--- src/rtl/s08_sci_pkg.sv ---
// rtl/s08_sci_pkg.sv - shared constants and state encoding for the SCI transmitter responder
package s08_sci_pkg;

    localparam int DEFAULT_DIV = 434;

    localparam logic [1:0] REG_DATA   = 2'd0;
    localparam logic [1:0] REG_STATUS = 2'd1;
    localparam logic [1:0] REG_DIVL   = 2'd2;
    localparam logic [1:0] REG_DIVH   = 2'd3;

    localparam int STAT_FULL  = 0;
    localparam int STAT_EMPTY = 1;
    localparam int STAT_BUSY  = 2;
    localparam int STAT_OVF   = 3;

    typedef enum logic [2:0] {
        IDLE  = 3'd0,
        START = 3'd1,
        DATA  = 3'd2,
`ifdef SCI_TX_PARITY_EN
        PAR   = 3'd3,
`endif
        STOP  = 3'd4
    } tx_state_e;

endpackage

--- src/rtl/sci_tx_responder_if.sv ---
// rtl/sci_tx_responder_if.sv - CPU register bus between the MiniS08 core and the SCI transmitter
interface sci_tx_responder_if;
    logic       sel;
    logic [1:0] regaddr;
    logic       read;
    logic       write;
    logic [7:0] din;
    logic [7:0] dout;

    modport master (output sel, output regaddr, output read, output write, output din, input dout);
    modport slave  (input sel, input regaddr, input read, input write, input din, output dout);
endinterface

--- src/rtl/sci_tx_fifo.sv ---
// rtl/sci_tx_fifo.sv - synchronous transmit FIFO, a pop frees room for a push in the same cycle
module sci_tx_fifo
    import s08_sci_pkg::*;
#(
    parameter int DEPTH = 4,
    parameter int WIDTH = 8
) (
    input  logic             clk,
    input  logic             reset,
    input  logic             push,
    input  logic             pop,
    input  logic [WIDTH-1:0] din,
    output logic [WIDTH-1:0] dout,
    output logic             full,
    output logic             empty
);
    localparam int AW = $clog2(DEPTH);
    localparam int CW = AW + 1;

    logic [WIDTH-1:0] mem [DEPTH];
    logic [AW-1:0]    wr_ptr;
    logic [AW-1:0]    rd_ptr;
    logic [CW-1:0]    count;
    logic             do_push;
    logic             do_pop;

    assign empty   = (count == '0);
    assign full    = (count == CW'(DEPTH));
    assign do_pop  = pop & ~empty;
    assign do_push = push & (~full | do_pop);
    assign dout    = mem[rd_ptr];

    // storage array, written only when the push is accepted
    always_ff @(posedge clk) begin
        if (do_push) begin
            mem[wr_ptr] <= din;
        end
    end

    // pointers wrap naturally at DEPTH; count tracks occupancy
    always_ff @(posedge clk) begin
        if (reset) begin
            wr_ptr <= '0;
            rd_ptr <= '0;
            count  <= '0;
        end else begin
            if (do_push) begin
                wr_ptr <= wr_ptr + AW'(1);
            end
            if (do_pop) begin
                rd_ptr <= rd_ptr + AW'(1);
            end
            count <= count + CW'(do_push) - CW'(do_pop);
        end
    end
endmodule

--- src/rtl/sci_tx_responder.sv ---
// rtl/sci_tx_responder.sv - CPU-mapped serial transmitter (8N1, or 8E1 when SCI_TX_PARITY_EN is defined)
module sci_tx_responder
    import s08_sci_pkg::*;
#(
    parameter int FIFO_DEPTH  = 4,
    parameter int DEFAULT_DIV = s08_sci_pkg::DEFAULT_DIV
) (
    input  logic                clk50,
    input  logic                reset,
    sci_tx_responder_if.slave   bus,
    output logic                txd
);
    logic        wr_q, rd_q;
    logic        wr_edge, rd_edge;
    logic        push, pop;
    logic [7:0]  fifo_dout;
    logic        full, empty;
    logic        overflow_q;
    logic [15:0] div_q;
    logic [15:0] div_eff;
    logic        busy;
    logic        start_frame;

    tx_state_e   state_q, state_d;
    logic [15:0] timer_q, timer_d;
    logic [15:0] div_lat_q, div_lat_d;
    logic [2:0]  bit_q, bit_d;
    logic [7:0]  shift_q, shift_d;
    logic        txd_q, txd_d;
    logic        timer_done;
`ifdef SCI_TX_PARITY_EN
    logic        par_q, par_d;
`endif

    // CPU strobes are held for many clk50 cycles, so act only on their rising edge
    assign wr_edge    = bus.sel & bus.write & ~wr_q;
    assign rd_edge    = bus.sel & bus.read & ~rd_q;
    assign push       = wr_edge & (bus.regaddr == REG_DATA);
    assign div_eff    = (div_q < 16'd2) ? 16'd2 : div_q;
    assign busy       = (state_q != IDLE);
    assign timer_done = (timer_q == 16'd0);
    assign txd        = txd_q;

    sci_tx_fifo #(
        .DEPTH (FIFO_DEPTH),
        .WIDTH (8)
    ) u_fifo (
        .clk   (clk50),
        .reset (reset),
        .push  (push),
        .pop   (pop),
        .din   (bus.din),
        .dout  (fifo_dout),
        .full  (full),
        .empty (empty)
    );

    // edge-detect history, divisor registers and the sticky overflow flag
    always_ff @(posedge clk50) begin
        if (reset) begin
            wr_q       <= 1'b0;
            rd_q       <= 1'b0;
            overflow_q <= 1'b0;
            div_q      <= 16'(DEFAULT_DIV);
        end else begin
            wr_q <= bus.sel & bus.write;
            rd_q <= bus.sel & bus.read;
            if (wr_edge && bus.regaddr == REG_DIVL) begin
                div_q[7:0] <= bus.din;
            end
            if (wr_edge && bus.regaddr == REG_DIVH) begin
                div_q[15:8] <= bus.din;
            end
            if (rd_edge && bus.regaddr == REG_STATUS) begin
                overflow_q <= 1'b0;
            end
            // a same-cycle pop makes room, so only a push with no pop is dropped
            if (push && full && !pop) begin
                overflow_q <= 1'b1;
            end
        end
    end

    // read mux; the STATUS read shows overflow before the read edge clears it
    always_comb begin
        bus.dout = 8'h00;
        if (bus.sel && bus.read) begin
            case (bus.regaddr)
                REG_STATUS: begin
                    bus.dout[STAT_FULL]  = full;
                    bus.dout[STAT_EMPTY] = empty;
                    bus.dout[STAT_BUSY]  = busy;
                    bus.dout[STAT_OVF]   = overflow_q;
                end
                REG_DIVL: bus.dout = div_q[7:0];
                REG_DIVH: bus.dout = div_q[15:8];
                default:  bus.dout = 8'h00;
            endcase
        end
    end

    // transmitter state register; reset abandons any frame and returns txd high
    always_ff @(posedge clk50) begin
        if (reset) begin
            state_q   <= IDLE;
            timer_q   <= 16'd0;
            div_lat_q <= 16'd2;
            bit_q     <= 3'd0;
            shift_q   <= 8'h00;
            txd_q     <= 1'b1;
`ifdef SCI_TX_PARITY_EN
            par_q     <= 1'b0;
`endif
        end else begin
            state_q   <= state_d;
            timer_q   <= timer_d;
            div_lat_q <= div_lat_d;
            bit_q     <= bit_d;
            shift_q   <= shift_d;
            txd_q     <= txd_d;
`ifdef SCI_TX_PARITY_EN
            par_q     <= par_d;
`endif
        end
    end

    // next-state logic: each state lasts one bit period of the divisor latched at frame start
    always_comb begin
        state_d     = state_q;
        timer_d     = timer_done ? (div_lat_q - 16'd1) : (timer_q - 16'd1);
        div_lat_d   = div_lat_q;
        bit_d       = bit_q;
        shift_d     = shift_q;
        txd_d       = txd_q;
        pop         = 1'b0;
        start_frame = 1'b0;
`ifdef SCI_TX_PARITY_EN
        par_d       = par_q;
`endif
        case (state_q)
            IDLE: begin
                txd_d   = 1'b1;
                timer_d = timer_q;
                if (!empty) begin
                    start_frame = 1'b1;
                end
            end
            START: begin
                if (timer_done) begin
                    state_d = DATA;
                    bit_d   = 3'd0;
                    txd_d   = shift_q[0];
                    shift_d = shift_q >> 1;
                end
            end
            DATA: begin
                if (timer_done) begin
                    if (bit_q != 3'd7) begin
                        bit_d   = bit_q + 3'd1;
                        txd_d   = shift_q[0];
                        shift_d = shift_q >> 1;
                    end else begin
`ifdef SCI_TX_PARITY_EN
                        state_d = PAR;
                        txd_d   = par_q;
`else
                        state_d = STOP;
                        txd_d   = 1'b1;
`endif
                    end
                end
            end
`ifdef SCI_TX_PARITY_EN
            PAR: begin
                if (timer_done) begin
                    state_d = STOP;
                    txd_d   = 1'b1;
                end
            end
`endif
            STOP: begin
                if (timer_done) begin
                    if (!empty) begin
                        start_frame = 1'b1;
                    end else begin
                        state_d = IDLE;
                        txd_d   = 1'b1;
                    end
                end
            end
            default: begin
                state_d = IDLE;
                txd_d   = 1'b1;
            end
        endcase

        // shared frame launch, from IDLE or straight out of STOP for gap-free frames
        if (start_frame) begin
            pop       = 1'b1;
            shift_d   = fifo_dout;
            txd_d     = 1'b0;
            div_lat_d = div_eff;
            timer_d   = div_eff - 16'd1;
            state_d   = START;
`ifdef SCI_TX_PARITY_EN
            par_d     = ^fifo_dout;
`endif
        end
    end
endmodule

--- src/flat_wrapper.sv ---
// flat-port wrapper written by rule: the top's interface ports become plain ports
module sci_tx_responder_flat import s08_sci_pkg::*;
#(
    parameter int FIFO_DEPTH  = 4,
    parameter int DEFAULT_DIV = s08_sci_pkg::DEFAULT_DIV
)
  (clk50, reset, txd, bus_sel, bus_regaddr, bus_read, bus_write, bus_din, bus_dout);
  sci_tx_responder_if bus_i ();
  input  logic clk50;
  input  logic reset;
  output logic txd;
  input wire logic [$bits(bus_i.sel)-1:0] bus_sel;
  input wire logic [$bits(bus_i.regaddr)-1:0] bus_regaddr;
  input wire logic [$bits(bus_i.read)-1:0] bus_read;
  input wire logic [$bits(bus_i.write)-1:0] bus_write;
  input wire logic [$bits(bus_i.din)-1:0] bus_din;
  output wire logic [$bits(bus_i.dout)-1:0] bus_dout;
  assign bus_i.sel = bus_sel;
  assign bus_i.regaddr = bus_regaddr;
  assign bus_i.read = bus_read;
  assign bus_i.write = bus_write;
  assign bus_i.din = bus_din;
  assign bus_dout = bus_i.dout;
  sci_tx_responder #(.FIFO_DEPTH(FIFO_DEPTH), .DEFAULT_DIV(DEFAULT_DIV)) u_core (.clk50(clk50), .reset(reset), .bus(bus_i), .txd(txd));
endmodule
--- config.mk ---
export PLATFORM = sky130hd
export DESIGN_NAME = sci_tx_responder_flat
export DESIGN_NICKNAME = d
export VERILOG_FILES = /design/src/rtl/s08_sci_pkg.sv /design/src/rtl/sci_tx_responder_if.sv /design/src/rtl/sci_tx_fifo.sv /design/src/rtl/sci_tx_responder.sv /design/src/flat_wrapper.sv
export SDC_FILE = /design/constraint.sdc
export NUM_CORES = 1
export LEC_CHECK = 0
export CAP_MARGIN = 0
export CORE_MARGIN = 10
export CORE_UTILIZATION = 40
export DETAILED_ROUTE_END_ITERATION = 16
export PLACE_DENSITY_LB_ADDON = 0.25
export SLEW_MARGIN = 10
export SYNTH_ARGS = -nofsm -noshare
export SYNTH_HDL_FRONTEND = slang
export SYNTH_SLANG_ARGS = --single-unit
--- constraint.sdc ---
create_clock -name clk50 -period 6.6 [get_ports clk50]
set_input_delay 1.32 -clock clk50 [delete_from_list [all_inputs] [get_ports clk50]]
set_output_delay 1.32 -clock clk50 [all_outputs]
set_load 0.05 [all_outputs]
Yosys cells after proc, flatten, opt, wreduce, memory -nomap -nowiden
Memory sizes are Yosys's and may differ from the RTL's. A register that Yosys moved wholly into a read port is not among the register bits.
Index checks and enable logic that the tools add are counted.
{ "op_classes": {"addsub": 8, "n_mul": 0, "n_div": 0, "n_lt_le_gt_ge": 1, "eq_ne": 21, "n_shift": 0, "muxes": 40, "n_bitwise": 13, "n_reduce_logical": 21} }
{ "op_table": {"columns": ["op", "n"], "rows": [
  ["16-bit 2-to-1 mux", 4],
  ["16-bit by 1-bit subtractor with 16-bit output (second input constant)", 3],
  ["8-bit 2-to-1 mux", 5],
  ["3-bit 2-to-1 mux", 8],
  ["16-bit zero test", 1],
  ["16-bit by 2-bit < comparator with 1-bit output (second input constant)", 1],
  ["8-bit one-hot mux with 2 select lines", 1],
  ["3-bit by 1-bit inequality test with 1-bit output (second input constant)", 5],
  ["1-bit 2-to-1 mux", 14],
  ["2-bit by 1-bit inequality test with 1-bit output (second input constant)", 6],
  ["3-bit one-hot mux with 4 select lines", 1],
  ["4-bit one-hot mux with 3 select lines", 1],
  ["4-bit AND reduction", 3],
  ["6-bit AND reduction", 2],
  ["4-bit one-hot mux with 2 select lines", 1],
  ["1-bit bitwise AND", 7],
  ["3-bit == test (second input constant)", 2],
  ["1-bit logical AND", 6],
  ["3-bit zero test", 2],
  ["3-bit one-hot mux with 2 select lines", 1],
  ["3-bit nonzero test", 2],
  ["1-bit NOT", 5],
  ["2-bit by 1-bit adder with 2-bit output (second input constant)", 2],
  ["2-bit == test (second input constant)", 2],
  ["17 further kinds", 19]
]} }
{ "word_totals": {"register_bits": 73, "latchBits": 0, "ram_bits": 32, "rom_bits": 0, "in_bits": 15, "out_inout_bits": 9, "word_cells": 120, "mem_count": 1} }
{ "memory_table": {"columns": ["name", "depth", "width", "rd", "rd_ports_with_merged_regs", "write_ports", "line_no", "rtl"], "rows": [
  ["u_core.u_fifo.mem", 4, 8, 1, 1, 1, "sci_tx_fifo.sv:20", "logic [WIDTH-1:0] mem [DEPTH];"]
]} }

Depth between registers and ports, before layout
{ "logic_depth": {"word_depth": 10, "mapped_depth": 18, "ltp_nobuf": 15} }

By module
Synthesis repeated with hierarchy kept, for this count alone.
{ "unflattened": {"cells_unflattened": 512, "hier_area_um2": 5144.9} }
{ "by_module_without_submodules": {"columns": ["module", "n_inst", "cells_per_inst", "area_each_um2", "seq_area_each_um2"], "rows": [
  ["sci_tx_responder", 1, 423, 3495.9, 1321.3],
  ["sci_tx_fifo", 1, 89, 1649.1, 1141.1]
]} }

Worst setup path before layout
Ideal clock, no wire load.
{ "synth_path": {"path_type": "input to output", "start": "input port bus_regaddr[0]", "end": "output port bus_dout[2]", "arrival_ps": 2886, "required_time_ps": 5280, "setup_slack_ps": 2394, "cell_stages": 4, "n_path_buf": 1, "path_cell_list": "buf_1 nor2b_1 o21ai_0 a21oi_1"} }
{ "synth_between": {"elab_chain_cells": 3, "elab_cells_between_ends": 5, "classes_between": "eq/ne: 3; mux: 2"} }
{ "synth_rtl": {"columns": ["element", "line_no", "rtl"], "rows": [
  ["start, declared", "flat_wrapper.sv:13", "input wire logic [$bits(bus_i.regaddr)-1:0] bus_regaddr;"],
  ["2-bit == test / 2-bit by 1-bit == test with 1-bit output (equally long branches)", "sci_tx_responder.sv:88", "case (bus.regaddr)"],
  ["4-bit one-hot mux with 3 select lines *", "sci_tx_responder.sv:88", null],
  ["8-bit 2-to-1 mux *", "sci_tx_responder.sv:87", "if (bus.sel && bus.read) begin"],
  ["end, declared", "flat_wrapper.sv:17", "output wire logic [$bits(bus_i.dout)-1:0] bus_dout;"]
]} }
Mark *: on every way between the ends. The rest lies on a longest branch, timed or not.

Worst setup path after layout
Same ends and word-level chain as after synthesis.

==> results.ini <==
[outcome]
status = completed

[sta]
setup_tns_ns = 0
slew_viol_final = 0
setup_violations = 0
period_needed_ns = 4.95
skew_ns = 0.00941
worst_slack_ns = 1.65
hold_viol_final = 0
tightest_slew_ns = 0.965
slew_headroom_pct = 35.4
rsz0062_at_grt = no
clock.fmax_mhz = 202
timing.final.crit_share_pct = 75.0

[layout]
syn_to_final_growth_pct = 13.1
drive_above_1_share_pct = 7.04
antenna_cells = 0
finalNetCount = 560
n_fill_cell = 1218

[yosys]
yosys-top-cells-area = dfxtp_1 (30%), edfxtp_1 (19%), nor2_1 (5.1%)
syn_area_um2 = 5070
synth_nets = 552
synth_edf_count = 32
synth_top_area_share_pct = 29.6
synth.distinct_cells = 62
ys.flop_type = dfxtp_1
ys_seq_elements = 107
syn_inst = 527
synth_area_leader_cell = dfxtp_1
synth_most_common_cell = dfxtp_1
ys_warn_count = 0
synth_common_cells = dfxtp_1 (75), nor2_1 (69), a21oi_1 (45), nand2_1 (45), edfxtp_1 (32)
yosysSeqAreaShare_pct = 48.6
syn_avg_cell_area_um2 = 9.62
ys_async_sr_fraction_pct = 0

[clocking]
clock-sinks = 107
clk_pin_slew_ns = 0.07
cts_buffers = 9
root_buffer = clkbuf_16
cts_max_level = 3
clock_latency_ns = 0.35
post_cts_resized = 0
cts_tree = yes
cts_setup_buffers = 0
hold_buffers = 0
cts.path.max_buffers = 2

[die]
die_height_um = 133
num_rows = 41
floorplan.initialDensity_pct = 40.5
ios = 24
core_region_area_um2 = 12500
dieArea_um2 = 17600
die_w_um = 133

[placement]
preCtsSetupSlack_ns = 1.69
dp_hpwl_um = 8830
place_congestion = 0.913
portBuffers = 23

[power_and_ir_drop]
ir_worst_vdd_v = 0.000178
leakagePower_uw = 0.00205
powerDensity_nw_per_um2 = 431
fin_total_pwr_uw = 2470

[drt]
first_pass_iters = 5
drcViolationCount = 0
ant_nets = 0
routedWlPerCell_um = 18.0
vias = 4129
wl_um = 12800
drt_iter0_markers = 489
viasPerCell = 5.80

[setup_path]
start_kind = input pin
crit_required_ns = 5.28
critPathMaxFanout = 12
critPathCaptureType = output port
arrival_ns = 3.63
crit_type = input pin to output port

[global_route]
grt_pass1_wl_um = 21300
grtUsageTotal_pct = 14.7
grt_max_degree = 77
overflow = 0
grt_pass1_vias = 4061
antenna_found_initial = 0

[flow_run]
max_cap_violations = 0

[hold_path]
min_path_type = flop to flop

report_power, final:
part	internal, uW	total [uW]	leakage (uW)	switching [uW]
sequential	777	885	0.000901	108
combinational	382	1040	0.00100	658
clock	299	547	0.000143	248
total	1460	2470	0.00205	1010
worst paths after layout:
check | startpoint | to | slack [ns] | cells after the start
worst max-delay path | bus_regaddr[0] | bus_dout[2] | 1.65 | 5
worst min-delay path | u_core.div_lat_q[9]$_SDFFE_PP0N_ | u_core.div_lat_q[9]$_SDFFE_PP0N_ | 0.46 | 2
worst max register to register | u_core.timer_q[6]$_SDFFE_PP0N_ | u_core.timer_q[14]$_SDFFE_PP0N_ | 2.06 | 14
worst min register to register | u_core.div_lat_q[9]$_SDFFE_PP0N_ | u_core.div_lat_q[9]$_SDFFE_PP0N_ | 0.46 | 2
routing by layer:
metal / wire length [um] / global-route usage (%) / vias up
li1: - / - / 1969
met2: 5860 / 22.8 / 123
met3: 686 / 2.46 / 23
met1: 5930 / 19.5 / 2014
met5: 0 / 0 / -
met4: 327 / 6.85 / 0
layout make-up:
type	instances	area [um2]	area share (%)
Timing Repair Buffer	29	270	4.72
Clock buffer	10	229	3.99
Multi-Input combinational cell	378	2450	42.7
Tap cell	172	215	3.75
Clock inverter	6	70.1	1.22
Sequential cell	107	2460	43.0
Inverter	10	37.5	0.655
metrics by stage:
step	cell area (um2)	util [%]	hold slack [ns]	std cells
CTS	5730	45.8	0.464	712
global route	5730	45.8	0.485	712
floorplan	5070	-	0.436	527
detailed placement	5430	43.4	0.454	696
global placement	5430	43.4	0.444	696
finish	5730	45.8	0.463	712
worst max-delay path, cell delays in order:
cell and delay, ns:
clkdlybuf4s50_1 0.78, nor2b_1 0.38, o21ai_0 0.15, a21oi_1 0.17
clkdlybuf4s50_1 0.82
cell families after synthesis:
logic type	Yosys count	synth area share (%)
buffers and inverters	42	3.16
DFF	107	48.6
and+or+nand+nor	208	20.0
xor gates and xnor gates	9	1.55
muxes	27	7.40
AOI/OAI and AO/OA	124	16.7
adders and majority gates	10	2.62
placed cells by master, fill, tap and decap left out, types with 12 or more instances in the layout:
cell type,n
o21ai_0,13
clkdlybuf4s50_1,22
nand2_1,45
nor2_1,69
a21oi_1,45
edfxtp_1,32
nor4_1,12
mux2i_1,15
dfxtp_1,75
nor3_1,13
nand3_1,18
registers in the layout (all words and copies together), names as in the netlist, 3 cells and up, named ones only:
signal / flops
u_core.state_q: 3
u_core.div_lat_q: 16
u_core.u_fifo.count: 3
u_core.u_fifo.mem: 32
u_core.shift_q: 8
u_core.timer_q: 16
u_core.div_q: 16
u_core.bit_q: 3
Power figures use the tool's default switching activity.
